### src/rtl/composite_timing.sv
// Composite video raster timing: prescaler, line/field counters, sync/blank/active-index decode.
// Latency: all outputs registered; they present the new hc/vc on the same edge that raises pix_ce.
// Backpressure: none; en=0 freezes prescaler, counters and outputs. Option macro: COMPOSITE_TIMING_BROAD_EN.
module composite_timing #(
    parameter int CLK_DIV  = 4,
    parameter int H_TOTAL  = 384,
    parameter int H_SYNC   = 28,
    parameter int H_BACK   = 34,
    parameter int H_ACTIVE = 312,
    parameter int V_TOTAL  = 312,
    parameter int V_SYNC   = 3,
    parameter int V_BACK   = 19,
    parameter int V_ACTIVE = 288
) (
    input  logic       clk,
    input  logic       rst_n,
    input  logic       en,
    output logic       pix_ce,
    output logic       sync_n,
    output logic       blank,
    output logic [9:0] x,
    output logic [8:0] y,
    output logic       frame_start
);

    localparam int PW = (CLK_DIV > 1) ? $clog2(CLK_DIV) : 1;
    localparam int HW = (H_TOTAL > 1) ? $clog2(H_TOTAL) : 1;
    localparam int VW = (V_TOTAL > 1) ? $clog2(V_TOTAL) : 1;

    localparam logic [PW-1:0] P_MAX   = PW'(CLK_DIV - 1);
    localparam logic [HW-1:0] H_MAX   = HW'(H_TOTAL - 1);
    localparam logic [VW-1:0] V_MAX   = VW'(V_TOTAL - 1);
    // One extra bit so window ends equal to TOTAL still compare correctly.
    localparam logic [HW:0]   H_START = (HW+1)'(H_SYNC + H_BACK);
    localparam logic [HW:0]   H_END   = (HW+1)'(H_SYNC + H_BACK + H_ACTIVE);
    localparam logic [HW:0]   H_SYNCL = (HW+1)'(H_SYNC);
    localparam logic [VW:0]   V_START = (VW+1)'(V_SYNC + V_BACK);
    localparam logic [VW:0]   V_END   = (VW+1)'(V_SYNC + V_BACK + V_ACTIVE);
    localparam logic [VW:0]   V_SYNCL = (VW+1)'(V_SYNC);
`ifdef COMPOSITE_TIMING_BROAD_EN
    localparam logic [HW:0]   H_BROAD = (HW+1)'(H_TOTAL - H_SYNC);
`endif

    logic [PW-1:0] presc;
    logic [HW-1:0] hc, hc_nxt, xd;
    logic [VW-1:0] vc, vc_nxt, yd;
    logic          wrap, h_wrap, act, sync_nxt;

    // Next-sample position and the output decode of that position.
    always_comb begin
        wrap     = (presc == P_MAX);
        h_wrap   = (hc == H_MAX);
        hc_nxt   = h_wrap ? '0 : hc + 1'b1;
        vc_nxt   = vc;
        if (h_wrap) begin
            vc_nxt = (vc == V_MAX) ? '0 : vc + 1'b1;
        end
        act      = ({1'b0, hc_nxt} >= H_START) && ({1'b0, hc_nxt} < H_END) &&
                   ({1'b0, vc_nxt} >= V_START) && ({1'b0, vc_nxt} < V_END);
        xd       = hc_nxt - H_START[HW-1:0];
        yd       = vc_nxt - V_START[VW-1:0];
        sync_nxt = 1'b0;
        if ({1'b0, vc_nxt} < V_SYNCL) begin
`ifdef COMPOSITE_TIMING_BROAD_EN
            // Broad pulses: low for most of the line, high for the last H_SYNC samples.
            sync_nxt = ({1'b0, hc_nxt} >= H_BROAD);
`else
            // Plain field sync: whole line at sync level.
            sync_nxt = 1'b0;
`endif
        end else begin
            sync_nxt = ({1'b0, hc_nxt} >= H_SYNCL);
        end
    end

    // Prescaler, counters and registered outputs; updates only on the sample tick.
    always_ff @(posedge clk or negedge rst_n) begin
        if (!rst_n) begin
            presc       <= '0;
            hc          <= '0;
            vc          <= '0;
            pix_ce      <= 1'b0;
            sync_n      <= 1'b0;
            blank       <= 1'b1;
            x           <= '0;
            y           <= '0;
            frame_start <= 1'b0;
        end else if (en) begin
            pix_ce <= wrap;
            presc  <= wrap ? '0 : presc + 1'b1;
            if (wrap) begin
                hc          <= hc_nxt;
                vc          <= vc_nxt;
                sync_n      <= sync_nxt;
                blank       <= !act;
                x           <= act ? 10'(xd) : 10'd0;
                y           <= act ? 9'(yd) : 9'd0;
                frame_start <= (hc_nxt == '0) && (vc_nxt == '0);
            end
        end else begin
            pix_ce <= 1'b0;
        end
    end

endmodule

### config.mk
export PLATFORM = sky130hd
export DESIGN_NAME = composite_timing
export DESIGN_NICKNAME = d
export VERILOG_FILES = /design/src/rtl/composite_timing.sv
export SDC_FILE = /design/constraint.sdc
export NUM_CORES = 1
export LEC_CHECK = 0
export BUFFER_PORTS_ARGS = -buffer_cell sky130_fd_sc_hd__clkbuf_2
export CORE_MARGIN = 2
export CORE_UTILIZATION = 55
export CTS_CLUSTER_SIZE = 30
export DETAILED_ROUTE_END_ITERATION = 16
export PLACE_DENSITY = 0.78
export SLEW_MARGIN = 15
export SYNTH_ARGS = -nofsm -noshare
export SYNTH_HDL_FRONTEND = slang
export SYNTH_SLANG_ARGS = --single-unit
### constraint.sdc
create_clock -name clk -period 3.1 [get_ports clk]
set_input_delay 0.155 -clock clk [delete_from_list [all_inputs] [get_ports clk]]
set_output_delay 0.155 -clock clk [all_outputs]
set_load 0.005 [all_outputs]
* After elaboration in Yosys (flattened, before gate mapping)
Index checks and enable logic that the tools add are counted.
** Word-level totals
- Register bits :: 43
- Input port bits :: 3
- Output and inout port bits :: 23
- Logic and storage cells :: 39
** Operators by class
- Add/subtract/negate cells :: 5
- Magnitude comparators :: 6
- Equal/unequal tests :: 3
- Multiplexer cells :: 8
- Reductions and logical operators :: 8
** Operators with widths (count)
- 2-to-1 mux 9 bit :: 5
- adder 9 x 1 -> 9 bit, second input constant :: 2
- equality test 9 bit, second input constant :: 2
- greater-or-equal comparator 9 x 5 -> 1 bit, second input constant :: 2
- zero test 9 bit :: 2
- < comparator 9 bit, second input constant :: 2
- greater-or-equal comparator 9 x 6 -> 1 bit, second input constant :: 1
- < comparator 9 x 2 -> 1 bit, second input constant :: 1
- subtractor 9 x 5 -> 9 bit, second input constant :: 1
- subtractor 9 x 6 -> 9 bit, second input constant :: 1
- logical AND 1 bit :: 4
- adder 2 x 1 -> 2 bit, second input constant :: 1
- equality test 2 bit, second input constant :: 1
- 2-to-1 mux 1 bit :: 2
- 2-to-1 mux 2 bit :: 1
- AND reduction 2 bit :: 1
- zero test 1 bit :: 1

* Longest topological paths before layout
- Word-level depth :: 7
- Mapped depth :: 13
- Depth with buffers taken out :: 11

* Least setup slack after synthesis
No wires, ideal clock.
- Kind :: reg2reg
- Start :: register hc[1]
- End :: register x[7]
- Library setup time :: 0.119 ns
- Data arrival time :: 2.582 ns
- Data required time :: 2.981 ns
- Path slack :: 0.399 ns
- Stages on the path, launching flop included :: 14
- Buffers on the path :: 3
- Period minus slack after synthesis :: 2.701 ns
- Cell sequence :: dfrtp_1 > ha_1 > buf_4 > and3_4 > nand3_4 > clkbuf_1 > nand2_1 > nand2_1 > ha_1 > o2bb2ai_2 > o21a_1 > o221ai_4 > buf_8 > o21ai_2
** Between the ends
- Elaborated cells on any way between the ends :: 13
- Those cells by class :: 2 x add/sub; 4 x order compare; 1 x eq/ne; 3 x mux; 3 x reduce/logical
** RTL lines
- start, declared :: line 45 : logic [HW-1:0] hc, hc_nxt, xd;
- start signal, assigned :: line 92 : hc <= hc_nxt;
- equality test 9 bit * :: line 52 : h_wrap = (hc == H_MAX);
- 2-to-1 mux 9 bit * :: line 55 : if (h_wrap) begin
- named net vc_nxt[1] :: line 46 : logic [VW-1:0] vc, vc_nxt, yd;
- greater-or-equal comparator 9 x 5 -> 1 bit :: line 59 : ({1'b0, vc_nxt} >= V_START) && ({1'b0, vc_nxt} < V_END);
- logical AND 1 bit :: line 58 : act = ({1'b0, hc_nxt} >= H_START) && ({1'b0, hc_nxt} < H_END) &&
- logical AND 1 bit * :: line 59
- 2-to-1 mux 9 bit * :: line 96 : x <= act ? 10'(xd) : 10'd0;
- end signal, assigned :: line 96
- end, declared :: line 21 : output logic [9:0] x,
Mark *: on every way through the listed nets, which the timed path passes. The rest lies on a longest branch.
A chain may end at the register's enable or synchronous reset.

* Worst setup path in the final report
- Start :: register hc[1]
- End :: register x[0]
** Between the ends
- Cells in the longest elaborated chain, start to end :: 7
- Elaborated cells on any way between the ends :: 13
- Those cells by class :: 2 x add/sub; 4 x order compare; 1 x eq/ne; 3 x mux; 3 x reduce/logical
** RTL lines
- adder 9 x 1 -> 9 bit / equality test 9 bit (equally long branches) :: line 53, 52
- 2-to-1 mux 9 bit :: line 53 : hc_nxt = h_wrap ? '0 : hc + 1'b1;
- greater-or-equal comparator 9 x 6 -> 1 bit / < comparator 9 bit (equally long branches) :: line 58
- logical AND 1 bit (2 in a row) :: line 58
- logical AND 1 bit :: line 59
- 2-to-1 mux 9 bit * :: line 96
Every way passes the cells marked *; elsewhere a longest branch is shown, timed or not.

==> results.json <==
{
  "leakage_nw": 1.33,
  "postSynthNetCount": 309,
  "powerDensity_nw_per_um2": 507,
  "setup_viol": 0,
  "vias": 2220,
  "synthesis.area_per_instance_um2": 9.13,
  "clock.fmax_ghz": 0.358,
  "grt_first_pass_wirelength_um": 9410,
  "dp_cells": 379,
  "final_max_slew_viol_count": 0,
  "timing.reg2reg.setup_slack_ns": 0.30,
  "worst_clock_skew_ns": 0.00776,
  "buffers_from_clock_root_to_sink_at_most": 2,
  "asyncSetResetFlopFracSynth": 1.00,
  "routabilityCongestion": 0.936,
  "start_util": 0.572,
  "timing.hold.worst.class": "in -> async",
  "rsz_0062_raised_after_global_routing": "false",
  "finalNonFillerCells": 387,
  "grt_most_used_layer": "met2",
  "post_synth_instance_area_um2": 2720,
  "worst_setup_hold_path_clk_slew_ns": 0.08,
  "netlist-cell-type-count": 62,
  "number_of_flops_mapped_to_enable_cells_by_yosys": 0,
  "slowest_stage_delay_on_critical_path_ns": 0.47,
  "clock_tree_root_buffer_cell": "sky130_fd_sc_hd__clkbuf_8",
  "cp_class": "reg -> reg",
  "arrival_time_worst_endpoint_ns": 3.00,
  "final_period_demand_of_the_worst_path_ns": 2.80,
  "final.setup.tns_ns": 0,
  "critPathTopFamily": "compound AO/OA/AOI/OAI gates",
  "synth.most_common_cell": "sky130_fd_sc_hd__nand2_1",
  "reg2reg_from": "hc[1]",
  "synth_commonest_cells": "sky130_fd_sc_hd__nand2_1 (64), sky130_fd_sc_hd__dfrtp_1 (41), sky130_fd_sc_hd__o21ai_0 (24)",
  "number_of_buffers_added_to_fix_hold_violations_after_cts": 0,
  "grt_use_total": 0.219,
  "die_area_um2": 5530,
  "drt.antenna.violating_nets": 0,
  "height_of_the_die_um": 74.3,
  "io-pin-count": 26,
  "cp_common_cell": "sky130_fd_sc_hd__buf_4",
  "grt-ovfl-total": 0,
  "r2r-end": "x[0]",
  "synth_top_area_frac": 0.377,
  "fp.dieW_um": 74.3,
  "numClockSinks": 42,
  "gr-usage-met1": 0.307,
  "cp_max_fo": 19,
  "worst-path-buf-inv": 2,
  "ys.flop_type": "sky130_fd_sc_hd__dfrtp_1",
  "synth_largest_area_cell": "sky130_fd_sc_hd__dfrtp_1",
  "max-vdd-ir-drop_mv": 0.230,
  "synthToLayoutAreaGrowth_pct": 10.4,
  "drt_pre_antenna_iters": 4,
  "initial_antenna_violation_count": 0,
  "first_global_vias": 1959,
  "place.detailed.hpwl_um": 4170,
  "period_share": 0.902,
  "crit_required_ns": 3.30,
  "insertion_delay_ns": 0.29,
  "synth_cells": 298,
  "drt_wl_total_um": 5630,
  "worstSetupStartpoint": "hc[1]",
  "status": "finished clean",
  "rows": 25,
  "postCtsSetupRepairBufs": 0,
  "yosysSeqAreaShare": 0.387,
  "n_antenna_cell": 0,
  "cts_buffers": 5,
  "groute.layer.met2.usage": 0.348,
  "timing.critical_path.slowest_stage_cell": "sky130_fd_sc_hd__dfrtp_1",
  "design.core.area_um2": 4750,
  "grt.met3_usage": 0.0461,
  "wl_per_cell_um": 14.6,
  "startpoint_type": "flip-flop",
  "relSlewSlack": 0.325,
  "r2r_cells": 10,
  "power_mw": 1.52,
  "drt-vias-per-instance": 5.74,
  "iteration_0_drc_count_of_the_detailed_router": 209,
  "leading_post_synthesis_cells_by_cell_area": "sky130_fd_sc_hd__dfrtp_1 (38%), sky130_fd_sc_hd__nand2_1 (8.8%), sky130_fd_sc_hd__xnor2_1 (5.5%)",
  "critical_path.endpoint_type": "flip-flop",
  "synth.ff_latch_count": 42,
  "warnings_synthesis": 0,
  "remaining_drc_errors": 0,
  "tritoncts": "yes",
  "final_layout_size_suffix_gt1_frac": 0.216,
  "final-hold-violation-count": 0,
  "drv_cap": 0,
  "largest_net_degree_at_the_start_of_global_routing": 43,
  "port_buffers": 24,
  "cts-htree-levels": 2,
  "cp_cell_sequence": "ha_1 -> buf_4 -> nand3_2 -> nor2_1 -> nand2_1 -> mux2_2 -> a221oi_2 -> o221ai_4 -> buf_4 -> o31ai_1",
  "nNetsFinal": 330,
  "tightestPinTransition_ns": 1.01
}
-- report_power, final --
| part | switching [mW] | internal, mW |
|---|---|---|
| logic | 0.266 | 0.154 |
| clock network | 0.183 | 0.263 |
| registers | 0.0626 | 0.595 |
| total | 0.512 | 1.01 |
-- cell families after synthesis --
logic type,count (synthesis),synth area share
other,1,0.00138
adder cells (fa/ha/maj),8,0.0368
AND/OR/NAND/NOR,119,0.228
AO/OA/AOI/OAI,72,0.196
XOR/XNOR,25,0.0805
multiplexers,5,0.0202
buffers and inverters,26,0.0501
flip-flops,42,0.387
-- sequential cells by signal (all words and copies together) (netlist names) --
signal,count
hc,9
sync_n,1
pix_ce,1
y,9
blank,1
frame_start,1
presc,2
x,9
vc,9
-- per-stage QoR --
step	utilization	hold slack, ns	cell area (um^2)	worst slack, ns
floorplan	-	-0.141	2720	0.399
global route	0.632	0.112	3010	0.0527
finish	0.632	0.0213	3010	0.304
CTS	0.631	0.0679	3000	0.257
detailed placement	0.606	0.387	2880	0.274
global placement	0.606	0.376	2880	0.423
-- placed cells by master, fill, tap and decap left out, types with 3 or more instances in the layout --
cell	count
sky130_fd_sc_hd__xor2_1	8
sky130_fd_sc_hd__clkbuf_8	6
sky130_fd_sc_hd__nand2_1	64
sky130_fd_sc_hd__nor2b_1	3
sky130_fd_sc_hd__nor3_1	4
sky130_fd_sc_hd__dfrtp_1	41
sky130_fd_sc_hd__nand4_1	6
sky130_fd_sc_hd__ha_1	8
sky130_fd_sc_hd__o211ai_1	3
sky130_fd_sc_hd__buf_4	9
sky130_fd_sc_hd__clkbuf_2	24
sky130_fd_sc_hd__nand3_1	11
sky130_fd_sc_hd__mux2_2	4
sky130_fd_sc_hd__inv_1	7
sky130_fd_sc_hd__xnor2_1	17
sky130_fd_sc_hd__a211oi_1	3
sky130_fd_sc_hd__o21ai_0	24
sky130_fd_sc_hd__o21ai_2	9
sky130_fd_sc_hd__a21oi_1	6
sky130_fd_sc_hd__a31oi_1	3
sky130_fd_sc_hd__nor2_1	9
sky130_fd_sc_hd__o21a_1	4
-- worst reg2reg max path: cells and delay by family (launching register included) --
kind	cells	cell delay, ns
flops	1	0.47
compound gates	3	0.71
mux	1	0.32
simple gates	3	0.54
fa+ha+maj	1	0.26
buf+inv	2	0.41
-- cell type report --
type	count	area [um^2]
clock buffers	7	86.3
inverters	7	26.3
repair buffers	33	188
flip-flops and latches	42	1050
clock inverters	1	30.0
multi-input cells	230	1540
fillers	405	1750
well taps	67	83.8
-- metal layers --
| metal | vias to the layer above | part of all wire | wire (um) |
|---|---|---|---|
| met3 | 6 | 0.056 | 318 |
| met1 | 1050 | 0.47 | 2630 |
| li1 | 1094 | - | - |
| met5 | - | 0 | 0 |
| met4 | 0 | 0.011 | 63 |
| met2 | 70 | 0.46 | 2620 |
-- repair_timing --
action | CTS | global route
resized for setup | 0 | 1
endpoints found under the hold margin | 0 | 0
setup endpoints to repair | 0 | 3
-- worst max path at each step --
stage,end,slack (ns),cells after the start
2_1_floorplan,x[7],0.40,13
3_5_place_dp,x[0],0.27,12
6_report,x[0],0.30,10
5_1_grt,x[0],0.05,12
3_3_place_gp,x[0],0.42,10
4_1_cts,x[0],0.26,12
Power figures use the tool's default switching activity.
